File: src/rtl/matmul_pkg.sv
// Shared constants, FSM state encoding and delay-line tag for the matrix-multiply issue controller.
// The optional issue stall is enabled by defining MATMUL_CTRL_STALL_EN.
package matmul_pkg;

    localparam int DIM       = 4;
    localparam int IDX_W     = $clog2(DIM);
    localparam int ADDR_W    = 2 * IDX_W;
    localparam int RD_LAT    = 1;
    localparam int MAC_LAT   = 3;
    localparam int TAG_DEPTH = RD_LAT + MAC_LAT;

    localparam logic [IDX_W-1:0] IDX_MAX = IDX_W'(DIM - 1);

    typedef enum logic [1:0] {
        IDLE  = 2'd0,
        RUN   = 2'd1,
        DRAIN = 2'd2,
        DONE  = 2'd3
    } state_t;

    typedef struct packed {
        logic              vld;
        logic              first;
        logic              last;
        logic [ADDR_W-1:0] c_addr;
    } tag_t;

    // Row-major flat address of element (row, col); DIM is a power of two.
    function automatic logic [ADDR_W-1:0] flat_addr(input logic [IDX_W-1:0] row,
                                                    input logic [IDX_W-1:0] col);
        return {row, col};
    endfunction

endpackage

File: src/rtl/matmul_tag_delay.sv
// Fixed-depth shift register carrying issue tags alongside the operand read and MAC pipe.
// Stage 0 is aligned with the issue cycle; stage s lags it by s cycles.
module matmul_tag_delay
    import matmul_pkg::*;
#(
    parameter int DEPTH = TAG_DEPTH
) (
    input  logic             clk,
    input  logic             rst,
    input  tag_t             in_tag,
    output tag_t [DEPTH-1:0] stages,
    output logic             any_vld
);

    always_ff @(posedge clk or posedge rst) begin
        if (rst) begin
            stages <= '0;
        end else begin
            stages[0] <= in_tag;
            for (int s = 1; s < DEPTH; s++) begin
                stages[s] <= stages[s-1];
            end
        end
    end

    always_comb begin
        any_vld = 1'b0;
        for (int s = 0; s < DEPTH; s++) begin
            any_vld = any_vld | stages[s].vld;
        end
    end

endmodule

File: src/rtl/matmul_issue_ctrl.sv
// Issue sequencer for the NxN matrix-multiply datapath: walks i,j,k, strobes operand reads,
// and aligns MAC and C write-back strobes. Define MATMUL_CTRL_STALL_EN to add the stall input.
module matmul_issue_ctrl
    import matmul_pkg::*;
(
    input  logic              clk,
    input  logic              rst,
    input  logic              start,
    output logic              busy,
    output logic              done,
    output logic              rd_en,
    output logic [ADDR_W-1:0] a_addr,
    output logic [ADDR_W-1:0] b_addr,
    output logic              mac_vld,
    output logic              mac_clr,
    output logic              c_we,
    output logic [ADDR_W-1:0] c_addr
`ifdef MATMUL_CTRL_STALL_EN
    ,
    input  logic              stall
`endif
);

    state_t                 state;
    state_t                 state_next;
    logic [IDX_W-1:0]       i;
    logic [IDX_W-1:0]       j;
    logic [IDX_W-1:0]       k;
    logic                   hold;
    logic                   issue;
    logic                   last_idx;
    tag_t                   in_tag;
    tag_t [TAG_DEPTH-1:0]   stages;
    logic                   any_vld;
    logic                   unused_stage_bits;

`ifdef MATMUL_CTRL_STALL_EN
    assign hold = stall;
`else
    assign hold = 1'b0;
`endif

    assign last_idx = (i == IDX_MAX) && (j == IDX_MAX) && (k == IDX_MAX);

    always_ff @(posedge clk or posedge rst) begin
        if (rst) begin
            state <= IDLE;
        end else begin
            state <= state_next;
        end
    end

    // DRAIN waits until the last issued tag has left the delay line, so done follows the final c_we.
    always_comb begin
        state_next = state;
        issue      = 1'b0;
        in_tag     = '0;
        case (state)
            IDLE:    if (start) state_next = RUN;
            RUN: begin
                issue = !hold;
                if (issue && last_idx) state_next = DRAIN;
            end
            DRAIN:   if (!any_vld) state_next = DONE;
            DONE:    state_next = IDLE;
            default: state_next = IDLE;
        endcase
        if (issue) begin
            in_tag.vld    = 1'b1;
            in_tag.first  = (k == '0);
            in_tag.last   = (k == IDX_MAX);
            in_tag.c_addr = flat_addr(i, j);
        end
    end

    matmul_tag_delay #(
        .DEPTH (TAG_DEPTH)
    ) u_tag_delay (
        .clk     (clk),
        .rst     (rst),
        .in_tag  (in_tag),
        .stages  (stages),
        .any_vld (any_vld)
    );

    // Operands reach the MAC RD_LAT cycles after the read strobe.
    assign mac_vld = stages[RD_LAT].vld;
    assign mac_clr = stages[RD_LAT].vld & stages[RD_LAT].first;

    // Only a few tag fields are tapped; the rest exist to carry the tag down the line.
    assign unused_stage_bits = ^stages;

    always_ff @(posedge clk or posedge rst) begin
        if (rst) begin
            i      <= '0;
            j      <= '0;
            k      <= '0;
            busy   <= 1'b0;
            done   <= 1'b0;
            rd_en  <= 1'b0;
            a_addr <= '0;
            b_addr <= '0;
            c_we   <= 1'b0;
            c_addr <= '0;
        end else begin
            busy  <= (state == RUN) || (state == DRAIN);
            done  <= (state == DRAIN) && (state_next == DONE);
            rd_en <= issue;
            c_we  <= stages[TAG_DEPTH-1].vld && stages[TAG_DEPTH-1].last;
            if (stages[TAG_DEPTH-1].vld && stages[TAG_DEPTH-1].last) begin
                c_addr <= stages[TAG_DEPTH-1].c_addr;
            end
            if ((state == IDLE) && start) begin
                i <= '0;
                j <= '0;
                k <= '0;
            end else if (issue) begin
                a_addr <= flat_addr(i, k);
                b_addr <= flat_addr(k, j);
                k      <= k + 1'b1;
                if (k == IDX_MAX) begin
                    j <= j + 1'b1;
                    if (j == IDX_MAX) begin
                        i <= i + 1'b1;
                    end
                end
            end
        end
    end

endmodule

File: config.mk
export PLATFORM = sky130hd
export DESIGN_NAME = matmul_issue_ctrl
export DESIGN_NICKNAME = d
export VERILOG_FILES = /design/src/rtl/matmul_pkg.sv /design/src/rtl/matmul_tag_delay.sv /design/src/rtl/matmul_issue_ctrl.sv
export SDC_FILE = /design/constraint.sdc
export NUM_CORES = 1
export LEC_CHECK = 0
export ABC_AREA = 1
export CELL_PAD_IN_SITES_DETAIL_PLACEMENT = 1
export CELL_PAD_IN_SITES_GLOBAL_PLACEMENT = 1
export CORE_MARGIN = 1.5
export CORE_UTILIZATION = 43
export CTS_CLUSTER_DIAMETER = 150
export DETAILED_ROUTE_END_ITERATION = 8
export GPL_TIMING_DRIVEN = 0
export PLACE_DENSITY = 0.83
export SLEW_MARGIN = 30
export SYNTH_ARGS = -nofsm -noshare
export SYNTH_HDL_FRONTEND = slang
export SYNTH_SLANG_ARGS = --single-unit
File: constraint.sdc
create_clock -name clk -period 1.71 [get_ports clk]
set_input_delay 0.342 -clock clk [delete_from_list [all_inputs] [get_ports clk]]
set_output_delay 0.342 -clock clk [all_outputs]
set_load 0.03 [all_outputs]
* Word level (Yosys, flattened, before mapping)
Index checks and enable logic that the tools add are counted.
** Word-level totals
- Input port bits :: 3
- Flip-flop bits (word level) :: 50
- Logic and storage cells :: 69
** Cells by class
- Eq/ne operators :: 7
- Reductions and logical operators :: 14
- Mux-type cells :: 15
- Bitwise logic cells :: 5
- Add/sub/neg operators :: 3
** Operator list (number)
- two-way mux 2 bit :: 12
- equality test 2 bit (second input constant) :: 6
- one-hot mux 2 bit (4 select lines) :: 1
- two-way mux 7 bit :: 1
- adder 2 x 1 -> 2 bit (second input constant) :: 3
- nonzero test 2 bit :: 3
- logical AND 1 bit :: 5
- zero test 2 bit :: 2
- AND reduction 2 bit :: 2
- bitwise OR 1 bit :: 3
- AND reduction 3 bit :: 1
- equality test 2 x 1 -> 1 bit (second input constant) :: 1
- AND 1 bit :: 1
- logical OR 1 bit :: 1
- two-way mux 1 bit :: 1
- NOT 1 bit :: 1

* Logic depth before layout (Yosys ltp)
Gate-level depths: netlist of the first run.
- Depth in word-level cells :: 7
- Gate-level depth with buffers :: 9

* Hierarchy
From an unflattened synthesis of the first run, not the netlist that was laid out.
** Unflattened totals
- Cells, all modules :: 151
- Area, all modules :: 1784.2 um^2
** Modules (own cells, without submodules)
- matmul_issue_ctrl :: area an instance 1068.5 um^2, cells an instance 119, seq. area each 550.5 um^2, instances 1
- matmul_tag_delay :: area an instance 715.7 um^2, cells an instance 32, seq. area each 700.7 um^2, instances 1

* Worst setup path before layout of the first run
Ideal clock, no wire load.
- Path type :: register to register
- Start point :: register state[1]
- End point :: register done
- Cell stages (with the launch flop) :: 9
- Required time :: 1589 ps
- Library setup time :: 121 ps
- Clock period less this slack :: 1243 ps
- Buffers on the path :: 0
- Setup slack :: 467 ps
- Arrival time :: 1122 ps
- Cells stage by stage :: dfrtp_1 > inv_1 > ha_1 > inv_1 > or2_1 > nand2_1 > nand2_2 > nand2_1 > nor2_1
** Between the ends
- Cells in the longest elaborated chain, start to end :: 4
- Elaborated cells between the ends (all ways) :: 10
- Those cells by class :: 4 x eq/ne; 4 x mux; 2 x reduce/logical
** Ends and longest elaborated chain
- start: declaration :: line matmul_issue_ctrl.sv:24 : state_t state;
- start signal: assignment :: line matmul_issue_ctrl.sv:49 : state <= state_next;
- equality test 2 bit, or another cell as far along :: line matmul_issue_ctrl.sv:58 : case (state)
- one-hot mux 2 bit (4 select lines) (*) :: line matmul_issue_ctrl.sv:58
- named net state_next[0] :: line matmul_issue_ctrl.sv:25 : state_t state_next;
- equality test 2 bit (*) :: line matmul_issue_ctrl.sv:107 : done <= (state == DRAIN) && (state_next == DONE);
- logical AND 1 bit (*) :: line matmul_issue_ctrl.sv:107
- end signal: assignment :: line matmul_issue_ctrl.sv:107
- end: declaration :: line matmul_issue_ctrl.sv:10 : output logic done,
Mark *: on every way through the listed nets, which the timed path passes. The rest lies on a longest branch.
A chain may end at the register's enable or synchronous reset.

* Worst setup path after layout of the first run
- Start point :: register b_addr[0]
- End point :: output b_addr[0]
** RTL lines
- start: declaration :: line matmul_issue_ctrl.sv:13 : output logic [ADDR_W-1:0] b_addr,
- start signal: assignment :: line matmul_issue_ctrl.sv:119 : b_addr <= flat_addr(k, j);
No word-level cell between the ends.

==> tab_implementation.tex, run 1 <==
\begin{tabular}{lr}
\hline
Metric & Value \\
\hline
\multicolumn{2}{l}{\textbf{Drt}} \\
\quad Wire length per cell & approximately 14 µm \\
\quad Total number of vias & $\sim$1100 \\
\quad First-pass DRT Iterations & 3 \\
\quad Drt first-iter violations & 24 \\
\quad Routed Antenna Nets & 0 \\
\quad \# DRC & 0 \\
\quad Vias/cell & roughly 4.8 \\
\quad Total routed wirelength & between 3000 and 4000 µm \\
\multicolumn{2}{l}{\textbf{Clock tree}} \\
\quad CTS Buf Count & 5 \\
\quad Register clock-pin slew on the reported worst setup and hold paths & approximately 80 ps \\
\quad Setup bufs post-CTS & 0 \\
\quad Max H-tree Level & 2 \\
\quad Clock net sink count & 47 \\
\quad Buffer levels on the longest clock path & 2 \\
\quad Clk Latency, worst-skew pair & $\sim$290 ps \\
\quad CTS Root Buffer Type & sky130\_fd\_sc\_hd\_\_clkbuf\_8 \\
\quad Clock tree from TritonCTS & built \\
\multicolumn{2}{l}{\textbf{Global routing}} \\
\quad Number of antenna violations at the first check in global routing & 0 \\
\quad Global-route total usage across every layer & 0.172 \\
\quad Vias in the first global route & between 1000 and 1500 \\
\quad First-pass GRT wire length & 5380 µm \\
\quad Leftover overflow at the end of global routing & 0 \\
\quad Pin count of the biggest net entering global routing & 29 \\
\multicolumn{2}{l}{\textbf{Yosys}} \\
\quad Post-Syn Nets & roughly 160 \\
\quad Cell Area, Synth & about 1700 µm² \\
\quad Number of enable flip-flop cells after synthesis & 0 \\
\quad Sequential-to-total area share from yosys stat & 0.693 \\
\quad Flop and latch count out of synthesis & 47 \\
\quad Most used flip-flop cell after synthesis & sky130\_fd\_sc\_hd\_\_dfrtp\_1 \\
\quad Area share of the largest cell type after synthesis & 0.693 \\
\quad Number of warnings printed during yosys synthesis & 0 \\
\quad Mean instance size in the synthesized netlist & 11.6 µm² \\
\quad Most used standard cell by instance count after synthesis & sky130\_fd\_sc\_hd\_\_dfrtp\_1 \\
\quad Most instantiated cells after synthesis & sky130\_fd\_sc\_hd\_\_dfrtp\_1 (47), sky130\_fd\_sc\_hd\_\_nand2\_1 (44), sky130\_fd\_sc\_hd\_\_inv\_1 (17) \\
\quad Synthesized netlist cell count & 147 \\
\quad Largest area contributor in the netlist & sky130\_fd\_sc\_hd\_\_dfrtp\_1 \\
\quad Ys async rst share & 1.00 \\
\quad Number of distinct library cell variants in the gate-level netlist after synthesis & 18 \\
\quad Most area-consuming cells after synthesis & sky130\_fd\_sc\_hd\_\_dfrtp\_1 (69\%), sky130\_fd\_sc\_hd\_\_nand2\_1 (9.7\%), sky130\_fd\_sc\_hd\_\_ha\_1 (6.6\%), sky130\_fd\_sc\_hd\_\_inv\_1 (3.8\%), sky130\_fd\_sc\_hd\_\_nand3\_1 (2.1\%) \\
\multicolumn{2}{l}{\textbf{STA}} \\
\quad Number of hold-slack violations in the final timing report & 0 \\
\quad Final Critical Period & 1670 ps \\
\quad Worst slew pin tran & approximately 620 ps \\
\quad Achievable Freq & 0.600 GHz \\
\quad Minimum hold slack & around 350 ps \\
\quad Fin crit share & 0.975 \\
\quad RSZ-0062 raised after global routing & no \\
\quad Normalized max-slew margin & 0.583 \\
\quad Number of pins with negative max-slew slack in the final report & 0 \\
\quad Worst setup skew after layout & about 4.6 ps \\
\quad Final setup vio count & 0 \\
\multicolumn{2}{l}{\textbf{Final layout}} \\
\quad Core utilization of the finished layout & 0.558 \\
\quad Proportion of layout cells with a drive suffix above 1 & 0.103 \\
\quad Final non-filler cell total & roughly 220 \\
\quad Net count reported at finish & $\sim$190 \\
\quad Antenna cell count & 0 \\
\quad Signed area change from the synthesized netlist to the final layout & 22.2\% \\
\multicolumn{2}{l}{\textbf{Min path}} \\
\quad Hold Crit Endpoint & u\_tag\_delay.stages[15] \\
\quad Hold Path Cell Cnt & 0 \\
\quad Hold Path Class & reg2reg \\
\quad Startpoint of the most critical hold path & u\_tag\_delay.stages[8] \\
\multicolumn{2}{l}{\textbf{Floorplan}} \\
\quad I/O pin cnt & 21 \\
\quad Total Die Area & approximately 4300 µm² \\
\quad Width of the chip & 65.8 µm \\
\quad Initial core utilization & 0.457 \\
\quad Floorplan Core Area & 3720 µm² \\
\quad Number of standard-cell rows in the floorplan & 22 \\
\quad Vertical die dimension & 65.8 µm \\
\multicolumn{2}{l}{\textbf{Power and ir drop}} \\
\quad PnR Total Power & about 0.0035 W \\
\quad Pwr dens & around 1700 nW/µm² \\
\quad Peak VDD IR & just over 600 µV \\
\quad Leakage Power & 1.23 nW \\
\multicolumn{2}{l}{\textbf{Place}} \\
\quad Post-DP HPWL & 2420 µm \\
\quad Placer's final routability congestion estimate & slightly above 0.7 \\
\quad Cell count after placement & 216 \\
\quad Count of input and output buffers & 20 \\
\multicolumn{2}{l}{\textbf{Setup path}} \\
\quad Crit path capture type & output pin \\
\quad Crit path arrival time & roughly 1300 ps \\
\quad Worst-path cell chain & clkdlybuf4s50\_1 \\
\quad Cell family contributing the most delay on the critical path & buffers and inverters \\
\quad Critical path fanouts, max & 2 \\
\quad FF-to-FF Start & state[1] \\
\quad Required time at the worst-slack endpoint & roughly 1400 ps \\
\quad Critical-path top delay cell & sky130\_fd\_sc\_hd\_\_clkdlybuf4s50\_1 \\
\quad Worst reg2reg setup slack & $\sim$210 ps \\
\quad End of the worst register-to-register path & done \\
\quad Critical path buffers and inverters & 1 \\
\quad Worst setup SP type & register \\
\quad Worst setup path category & reg2out \\
\quad Worst reg-to-reg path cell count & 9 \\
\quad Slowest stage delay, CP & 670 ps \\
\multicolumn{2}{l}{\textbf{Job}} \\
\quad \# Max-Cap Violations & 0 \\
\multicolumn{2}{l}{\textbf{Outcome}} \\
\quad Result of the run & finished, final reports clean \\
\hline
\end{tabular}
==> repair_timing <==
item	4_1_cts	5_1_grt
setup endpoints to repair	7	4
hold buffers	0	0
pin swaps	0	0
gates resized for setup	7	4
==> worst max-delay path by stage <==
stage / start / endpoint / cells after the start
2_1_floorplan: rst / a_addr[0] / 1
6_report: b_addr[0] / b_addr[0] / 1
4_1_cts: a_addr[3] / a_addr[3] / 1
5_1_grt: c_addr[0] / c_addr[0] / 1
3_3_place_gp: rst / u_tag_delay.stages[3] / 2
3_5_place_dp: u_tag_delay.stages[13] / mac_clr / 3
==> cells by family after synthesis <==
| family | synth area share |
|---|---|
| AO/OA/AOI/OAI | 0.0287 |
| adder cells (fa/ha/maj) | 0.0663 |
| buffers and inverters | 0.0604 |
| flip-flops | 0.693 |
| AND/OR/NAND/NOR | 0.152 |
==> per-stage QoR <==
| stage | setup slack, ps | cell area [µm²] | setup TNS, ps |
|---|---|---|---|
| 6_report | 42.7 | 2070 | 0 |
| 5_1_grt | 4.63 | 2070 | 0 |
| 4_1_cts | 19.7 | 2060 | 0 |
| 3_5_place_dp | 207 | 1990 | 0 |
| 3_3_place_gp | -572 | 1960 | -26810 |
| 2_1_floorplan | 252 | 1700 | 0 |
==> area by class of cell <==
type / count / area [µm²]
sequential: 47 / 1180
clock buffer: 6 / 82.6
buffer: 3 / 26.3
fill: 413 / 1640
timing repair buffer: 21 / 229
tap: 48 / 60.1
multi-input combinational: 78 / 419
inverter: 19 / 76.3
clock inverter: 1 / 5.00
==> placed cells by master, fill, tap and decap left out, types with 2 or more instances in the layout <==
master / count
sky130_fd_sc_hd__a21oi_1: 2
sky130_fd_sc_hd__buf_4: 2
sky130_fd_sc_hd__clkbuf_8: 6
sky130_fd_sc_hd__clkdlybuf4s50_1: 9
sky130_fd_sc_hd__dfrtp_1: 47
sky130_fd_sc_hd__dlygate4sd2_1: 7
sky130_fd_sc_hd__dlymetal6s2s_1: 4
sky130_fd_sc_hd__ha_1: 9
sky130_fd_sc_hd__inv_1: 16
sky130_fd_sc_hd__inv_2: 2
sky130_fd_sc_hd__nand2_1: 44
sky130_fd_sc_hd__nand2_4: 2
sky130_fd_sc_hd__nand3_1: 7
sky130_fd_sc_hd__nor2_1: 6
sky130_fd_sc_hd__o21ai_0: 3
==> registers in the layout (all words and copies together) (netlist names) <==
signal / count
busy: 1
u_tag_delay.stages: 25
k: 2
rd_en: 1
c_we: 1
c_addr: 4
i: 2
state: 2
j: 2
done: 1
a_addr: 4
b_addr: 2
==> where the power goes <==
part	total [W]	switching [W]	internal, W
clock network	0.000650	0.000333	0.000317
logic	0.00124	0.000805	0.000438
registers	0.00161	0.000174	0.00143
total	0.00350	0.00131	0.00219
==> layer usage <==
| layer | share of wire | global-route usage |
|---|---|---|
| met5 | 0 | 0 |
| met4 | 0.036 | 0.117 |
| met3 | 0.031 | 0.0375 |
| met2 | 0.52 | 0.280 |
| met1 | 0.41 | 0.203 |
Power figures use the tool's default switching activity.
==> run 2: changes to the inputs <==
SKIP_LAST_GASP = 1   (was unset)
==> results of run 2 <==
The final DEF is identical to that of run 1; final timing and power are the same.
